==> config.mk <==
export PLATFORM = sky130hd
export DESIGN_NAME = reg_file_bypass
export DESIGN_NICKNAME = d
export VERILOG_FILES = /design/src/rtl/reg_file_bypass.sv
export SDC_FILE = /design/constraint.sdc
export NUM_CORES = 1
export LEC_CHECK = 0
export CAP_MARGIN = 20
export CORE_ASPECT_RATIO = 1.2
export CORE_MARGIN = 5
export CORE_UTILIZATION = 60
export CTS_BUF_LIST = sky130_fd_sc_hd__clkbuf_2
export CTS_CLUSTER_DIAMETER = 100
export DETAILED_ROUTE_END_ITERATION = 8
export PLACE_DENSITY = 0.78
export SKIP_CTS_REPAIR_TIMING = 1
export SLEW_MARGIN = 0
export SYNTH_ARGS = -nofsm -noshare
export SYNTH_HDL_FRONTEND = slang
export SYNTH_SLANG_ARGS = --single-unit
==> constraint.sdc <==
create_clock -name i_clk -period 4.31 [get_ports i_clk]
set_input_delay 0.862 -clock i_clk [delete_from_list [all_inputs] [get_ports i_clk]]
set_output_delay 0.862 -clock i_clk [all_outputs]
set_load 0.02 [all_outputs]
==> src/rtl/reg_file_bypass.sv <==
// Register file with two combinational read ports and one synchronous write port.
// Entry 0 is hardwired to zero. A clear sweep zeroes r1..rN-1 after every reset.
//
// state   | meaning
// --------+---------------------------------------------------------------
// S_CLEAR | sweep zeroes one entry per cycle; writes ignored, reads return 0
// S_READY | normal operation; stays here until the next reset
module reg_file_bypass #(
  parameter int WIDTH     = 32,
  parameter int ADDR_W    = 5,
  parameter bit BYPASS_EN = 1'b1
) (
  input  logic              i_clk,
  input  logic              i_rst_n,
  input  logic              i_we,
  input  logic [ADDR_W-1:0] i_write_addr,
  input  logic [WIDTH-1:0]  i_data,
  input  logic [ADDR_W-1:0] i_read_addr1,
  input  logic [ADDR_W-1:0] i_read_addr2,
  output logic [WIDTH-1:0]  o_data1,
  output logic [WIDTH-1:0]  o_data2,
  output logic              o_ready
);

  localparam int              NUM_REGS  = 2**ADDR_W;
  localparam logic [ADDR_W-1:0] LAST_IDX  = {ADDR_W{1'b1}};
  localparam logic [ADDR_W-1:0] FIRST_IDX = {{(ADDR_W-1){1'b0}}, 1'b1};

  localparam logic [0:0] S_CLEAR = 1'b0;
  localparam logic [0:0] S_READY = 1'b1;

  logic [0:0]        state;
  logic [ADDR_W-1:0] clr_idx;
  logic [WIDTH-1:0]  regs [1:NUM_REGS-1];
  logic              rd_en;

  always_ff @(posedge i_clk) begin
    if (!i_rst_n) begin
      state   <= S_CLEAR;
      clr_idx <= FIRST_IDX;
      o_ready <= 1'b0;
    end else begin
      case (state)
        S_CLEAR: begin
          // Hold clr_idx at the last entry so the counter never wraps.
          if (clr_idx == LAST_IDX) begin
            state   <= S_READY;
            o_ready <= 1'b1;
          end else begin
            clr_idx <= clr_idx + 1'b1;
          end
        end
        S_READY: state <= S_READY;
        default: state <= S_CLEAR;
      endcase
    end
  end

  // Storage has no reset; the sweep is what initialises it.
  always_ff @(posedge i_clk) begin
    if (i_rst_n) begin
      if (state == S_CLEAR) begin
        regs[clr_idx] <= '0;
      end else if (state == S_READY && i_we && i_write_addr != '0) begin
        regs[i_write_addr] <= i_data;
      end
    end
  end

  assign rd_en = i_rst_n && (state == S_READY);

  function automatic logic [WIDTH-1:0] read_port(input logic [ADDR_W-1:0] addr);
    logic [WIDTH-1:0] val;
    val = '0;
    if (!rd_en || addr == '0) begin
      val = '0;
    end else if (BYPASS_EN && i_we && addr == i_write_addr) begin
      val = i_data;
    end else begin
      val = regs[addr];
    end
    return val;
  endfunction

  always_comb begin
    o_data1 = read_port(i_read_addr1);
  end

  always_comb begin
    o_data2 = read_port(i_read_addr2);
  end

endmodule

Yosys cells after proc, flatten, opt, wreduce, memory -nomap -nowiden
Memory sizes are Yosys's and may differ from the RTL's.
Cells that the tools add are included.
{"block": "word_totals", "register_bits": 7, "mem_bits_rw": 992, "out_inout_bits": 65, "wordCells": 40, "memories": 1}
{"block": "op_classes", "addsub": 1, "eq_ne": 3, "muxes": 16, "bitwise": 2, "reduce_logical": 14}
{"name": "regs", "words": 31, "word_bits": 32, "rd": 2, "rd_ports_with_merged_regs": 0, "write_ports": 1, "line": "34", "rtl": "logic [WIDTH-1:0] regs [1:NUM_REGS-1];"}
{"operator": "$mux W32", "n": 5}
{"operator": "$reduce_or A32 Y1", "n": 1}
{"operator": "$eq A5 B5 Y1", "n": 2}
{"operator": "$logic_not A5 Y1", "n": 2}
{"operator": "$mux W1", "n": 9}
{"operator": "$add A5 B1 Y5 const B", "n": 1}
{"operator": "$eq A5 B5 Y1 const B", "n": 1}
{"operator": "$logic_and A1 B1 Y1", "n": 5}
{"operator": "$mux W5", "n": 1}
{"operator": "$reduce_bool A5 Y1", "n": 1}
{"operator": "$reduce_and A2 Y1", "n": 2}
{"operator": "$logic_or A1 B1 Y1", "n": 2}
{"operator": "$not A1 Y1", "n": 2}
{"operator": "$pmux W1 S2", "n": 1}
{"operator": "$logic_not A1 Y1", "n": 1}

Longest topological paths before layout
{"block": "logic_depth", "word_depth": 8, "ltp_mapped": 9, "mapped_depth_nobuf": 7}

Worst setup path before layout
OpenSTA, ideal clock, no wires.
{"block": "synth_timing", "path_type": "input -> register", "start": "input port i_write_addr[1]", "end": "memory regs[10][0], enable pin", "setup_time_ns": 0.421, "t_arrival_ns": 3.525, "t_required_ns": 3.889, "setup_slack_ns": 0.364, "cell_stages": 7, "cell_sequence": "buf_2 -> or4_1 -> o21a_1 -> buf_6 -> nor3_2 -> a31oi_4 -> nor2_1"}
{"block": "synth_via", "elab_chain_cells": 8}
{"element": "start: declaration", "line": "16", "rtl": "input logic [ADDR_W-1:0] i_write_addr,"}
{"element": "$reduce_bool A5 Y1", "line": "64", "rtl": "end else if (state == S_READY && i_we && i_write_addr != '0) begin"}
{"element": "$logic_and A1 B1 Y1", "line": "64"}
{"element": "$mux W1", "line": "64"}
{"element": "$mux W1", "line": "62", "rtl": "if (state == S_CLEAR) begin"}
{"element": "$mux W1", "line": "61", "rtl": "if (i_rst_n) begin"}
{"element": "$mux W1 (not written as such)", "line": "65", "rtl": "regs[i_write_addr] <= i_data;"}
{"element": "$reduce_or A32 Y1 (no source line)"}
{"element": "$mux W5 (no source line) or $mux W1 (tied branches)"}
{"element": "end: declaration", "line": "34"}
Parallel ways exist; a longest one is shown, timed or not.

Worst setup path in the final report
{"block": "layout_timing", "start": "input port i_read_addr1[2]", "end": "output port o_data1[8]"}
{"block": "layout_via", "elab_chain_cells": 4}
{"element": "start: declaration", "line": "18", "rtl": "input logic [ADDR_W-1:0] i_read_addr1,"}
{"element": "parallel branches: the longest is 3 deep, another holds $mem_v2 Z31 W32"}
{"element": "$mux W32 *", "line": "75", "rtl": "if (!rd_en || addr == '0) begin"}
{"element": "end: declaration", "line": "20", "rtl": "output logic [WIDTH-1:0] o_data1,"}
Every way passes the cells marked *.

==> metrics.md <==
| Metric | Value |
|---|---|
| Outcome | finished, violations left |
| Failing checks | setup timing |
| Crit end category | output port |
| Max cap viols | 0 |
| Vias in the first global route | 32420 |
| Worst-path clk slew | 0.13 ns |
| Hold WS | 0.1090 ns |
| Largest area contributor in the synthesized netlist | edfxtp_1 |
| GRT met3 Usage | a little under an eighth |
| Worst slew pin tran | 1.142 ns |
| Fmax | approximately 230 MHz |
| EDFF count, synth | 992 |
| Final WS setup | -0.03132 ns |
| Hold crit path type | in2reg |
| Slew HR | 23.63% |
| Grt ovf | 0 |
| Worst VDD drop | 0.3024 mV |
| Syn nets | between 2000 and 3000 |
| Nets | 3130 |
| Final setup fails | 3 |
| Root Driver | clkbuf_2 |
| CP required | around 3.5 ns |
| Gpl congestion | between 0.9 and 1 |
| Total wire length | 155300 um |
| Longest Clk Path Bufs | 3 |
| GRT Resource Usage Total | between 30% and 40% |
| Drc violations | 0 |
| Yosys cell types | 56 |
| Critical path origin | i_read_addr1[2] |
| Mapped Cells | approximately 2600 |
| CTS H-tree depth | 4 |
| Setup Skew | 0.06961 ns |
| Insertion delay to the later sink of the worst-skew pair | between 1.5 and 2 ns |
| First-pass GRT wire length | between 200000 and 250000 um |
| Reg2reg start | state |
| Largest net degree at the start of global routing | 47 |
| R2R cell count | 6 |
| IO Port Bufs | roughly 110 |
| Pwr Total | 18290 uW |
| Synth Register Bits | 999 |
| Asr flop ratio synth | 0% |
| Synth warn | 0 |
| Met2 usage | about 57% |
| Synth top area cells | edfxtp_1, mux4_2, mux2i_1 |
| CP max stage delay | 0.64 ns |
| Hold Path Depth | 3 |
| Core area | 77630 um^2 |
| Cell mode on critical path | buf_4 |
| Fin crit period | 4.341 ns |
| Initial antenna violation count | 6 |
| Final Hold Vio Count | 0 |
| Total I/O pin count | roughly 120 |
| Crit path max fanout | 12 |
| Total CTS buffers | 226 |
| Drt wl/cell | 36.24 um |
| Leak pwr | ~0.018 uW |
| Post-synthesis sequential area ratio | about 64% |
| Syn avg cell area | about 18 um^2 |
| Clk sinks | ~1000 |
| Syn Std Cell Area | 46830 um^2 |
| Slew Viols, Final | 0 |
| Number of DRC markers in iteration 0 | 5370 |
| Setup slack, reg-to-reg | 1.43 ns |
| DR vias/cell | 7.482 |
| Commonest non-fill, non-tap cell in the layout | edfxtp_1 |
| Drt first pass iters | 5 |
| Unrepaired setup endpoints after global routing | true |
| Worst setup SP type | input pin |
| Post-route ant nets | 0 |
| Initial Util | between 60% and 70% |
| PwrDens | 334.1 nW/um^2 |
| Syn-to-layout area delta | 16.91% |
| Crit path to | o_data1[8] |
| RR Endpoint | regs[16][7] |
| Cell breakdown of the critical path | clkdlybuf4s50_1 -> buf_12 -> buf_4 -> nor2_4 -> buf_4 -> buf_4 -> a22oi_1 -> nand2_1 -> a32o_1 -> buf_4 |
| Share of the synthesized area in the top cell type | 63.62% |
| Path type of the worst setup path | in2out |
| GR peak layer | met2 |
| CTS tree | built |
| Arrival @ worst endpoint | around 3.5 ns |
| Synth Flop Type | edfxtp_1 |
| DR vias | between 30000 and 40000 |
| Met1 Use GR | 46.03% |
| Most frequent cells in the layout | edfxtp_1, mux4_2, clkbuf_2 |
| Die ar. | 83750 um^2 |
| Die span in y | 316.0 um |
| Fin crit share | 100.7% |
| Die X | 265.0 um |
| DP HPWL | 95970 um |
| # rows | about 110 |
| Fraction of layout cells with a size suffix above 1 | 37.92% |
| CP max stage cell | nor2_4 |
## cells by family (layout without fill, tap and decap cells)
logic type | after synthesis | after routing | share of synthesized area [%]
DFF | 999 | 999 | 63.91
muxes | 575 | 575 | 22.63
AOI/OAI and AO/OA | 498 | 498 | 7.821
and+or+nand+nor | 305 | 305 | 2.934
buffers and inverters | 225 | 862 | 2.407
xor gates and xnor gates | 13 | 13 | 0.2432
adders and majority gates | 2 | 2 | 0.05343
other | 0 | 6 | 0
## cell type report
type                    instances  area (um^2)
clock buffers                 338         1692
repair buffers                452         5076
clock inverters                66        314.1
multi-input cells            1393        16410
inverters                       6        22.52
diodes                          6        15.01
flip-flops and latches        999        29930
well taps                    1026         1284
fillers                      4820        22890
## state kept, by name, summed over array words and instances (netlist names)
| signal | count |
|---|---|
| o_ready | 1 |
| state | 1 |
| clr_idx | 5 |
| regs | 992 |
## where the power goes
group          internal [uW]  total (uW)  switching, uW
Combinational            712        1720           1010
Clock                   2160        5910           3750
Sequential             10600       10700           49.6
Total                  13500       18300           4810
## Yosys cell counts (5+ instances only)
library cell / number
o211ai_1: 8
mux2i_1: 181
nor2b_1: 6
o22ai_1: 57
buf_1: 9
a22oi_1: 92
nand2_1: 81
buf_2: 67
a221oi_1: 23
clkbuf_1: 102
mux4_2: 386
mux2_2: 8
a22o_1: 33
o221ai_1: 12
a32o_1: 28
xnor2_1: 9
buf_6: 12
nor2_1: 116
o31ai_1: 5
o311a_1: 8
edfxtp_1: 992
o21ai_0: 20
a21oi_1: 80
buf_4: 29
and2_1: 37
a211oi_1: 108
a221o_1: 9
nand3_1: 43
dfxtp_1: 7
## per-stage QoR
step / std cells / cell area (um^2) / setup TNS [ns] / worst slack (ns) / utilization [%]
4_1_cts: 4271 / 54190 / -35.03 / -0.7207 / 69.80
6_report: 4286 / 54750 / -0.07934 / -0.03132 / 70.52
5_1_grt: 4284 / 54740 / -0.7862 / -0.1197 / 70.51
3_3_place_gp: 3866 / 52160 / -8.559 / -0.2488 / 67.19
3_5_place_dp: 3867 / 52180 / -7.496 / -0.2451 / 67.21
2_1_floorplan: 2617 / 46830 / 0 / 0.3642 / -
## worst min-delay path by stage
stage,slack (ns),from,to
after floorplan,0.52,clr_idx[4],clr_idx[4]
after global placement,0.48,o_ready,o_ready
after detailed placement,0.48,o_ready,o_ready
after CTS,-0.02,i_rst_n,clr_idx[0]
after global routing,0.04,i_rst_n,clr_idx[0]
final,0.11,i_rst_n,clr_idx[0]
## metal layers
layer,up-vias,part of all wire [%],routed length (um)
met5,-,0.017,27
met4,4,7.2,11120
met3,675,15,22670
met2,3182,47,72740
met1,15930,31,48770
li1,12280,-,-
## critical path, delay by kind of cell
kind	cells	cell delay (ns)
AOI/OAI and AO/OA	2	0.32
buffers and inverters	6	1.50
and+or+nand+nor	2	0.79
Power figures use the tool's default switching activity.
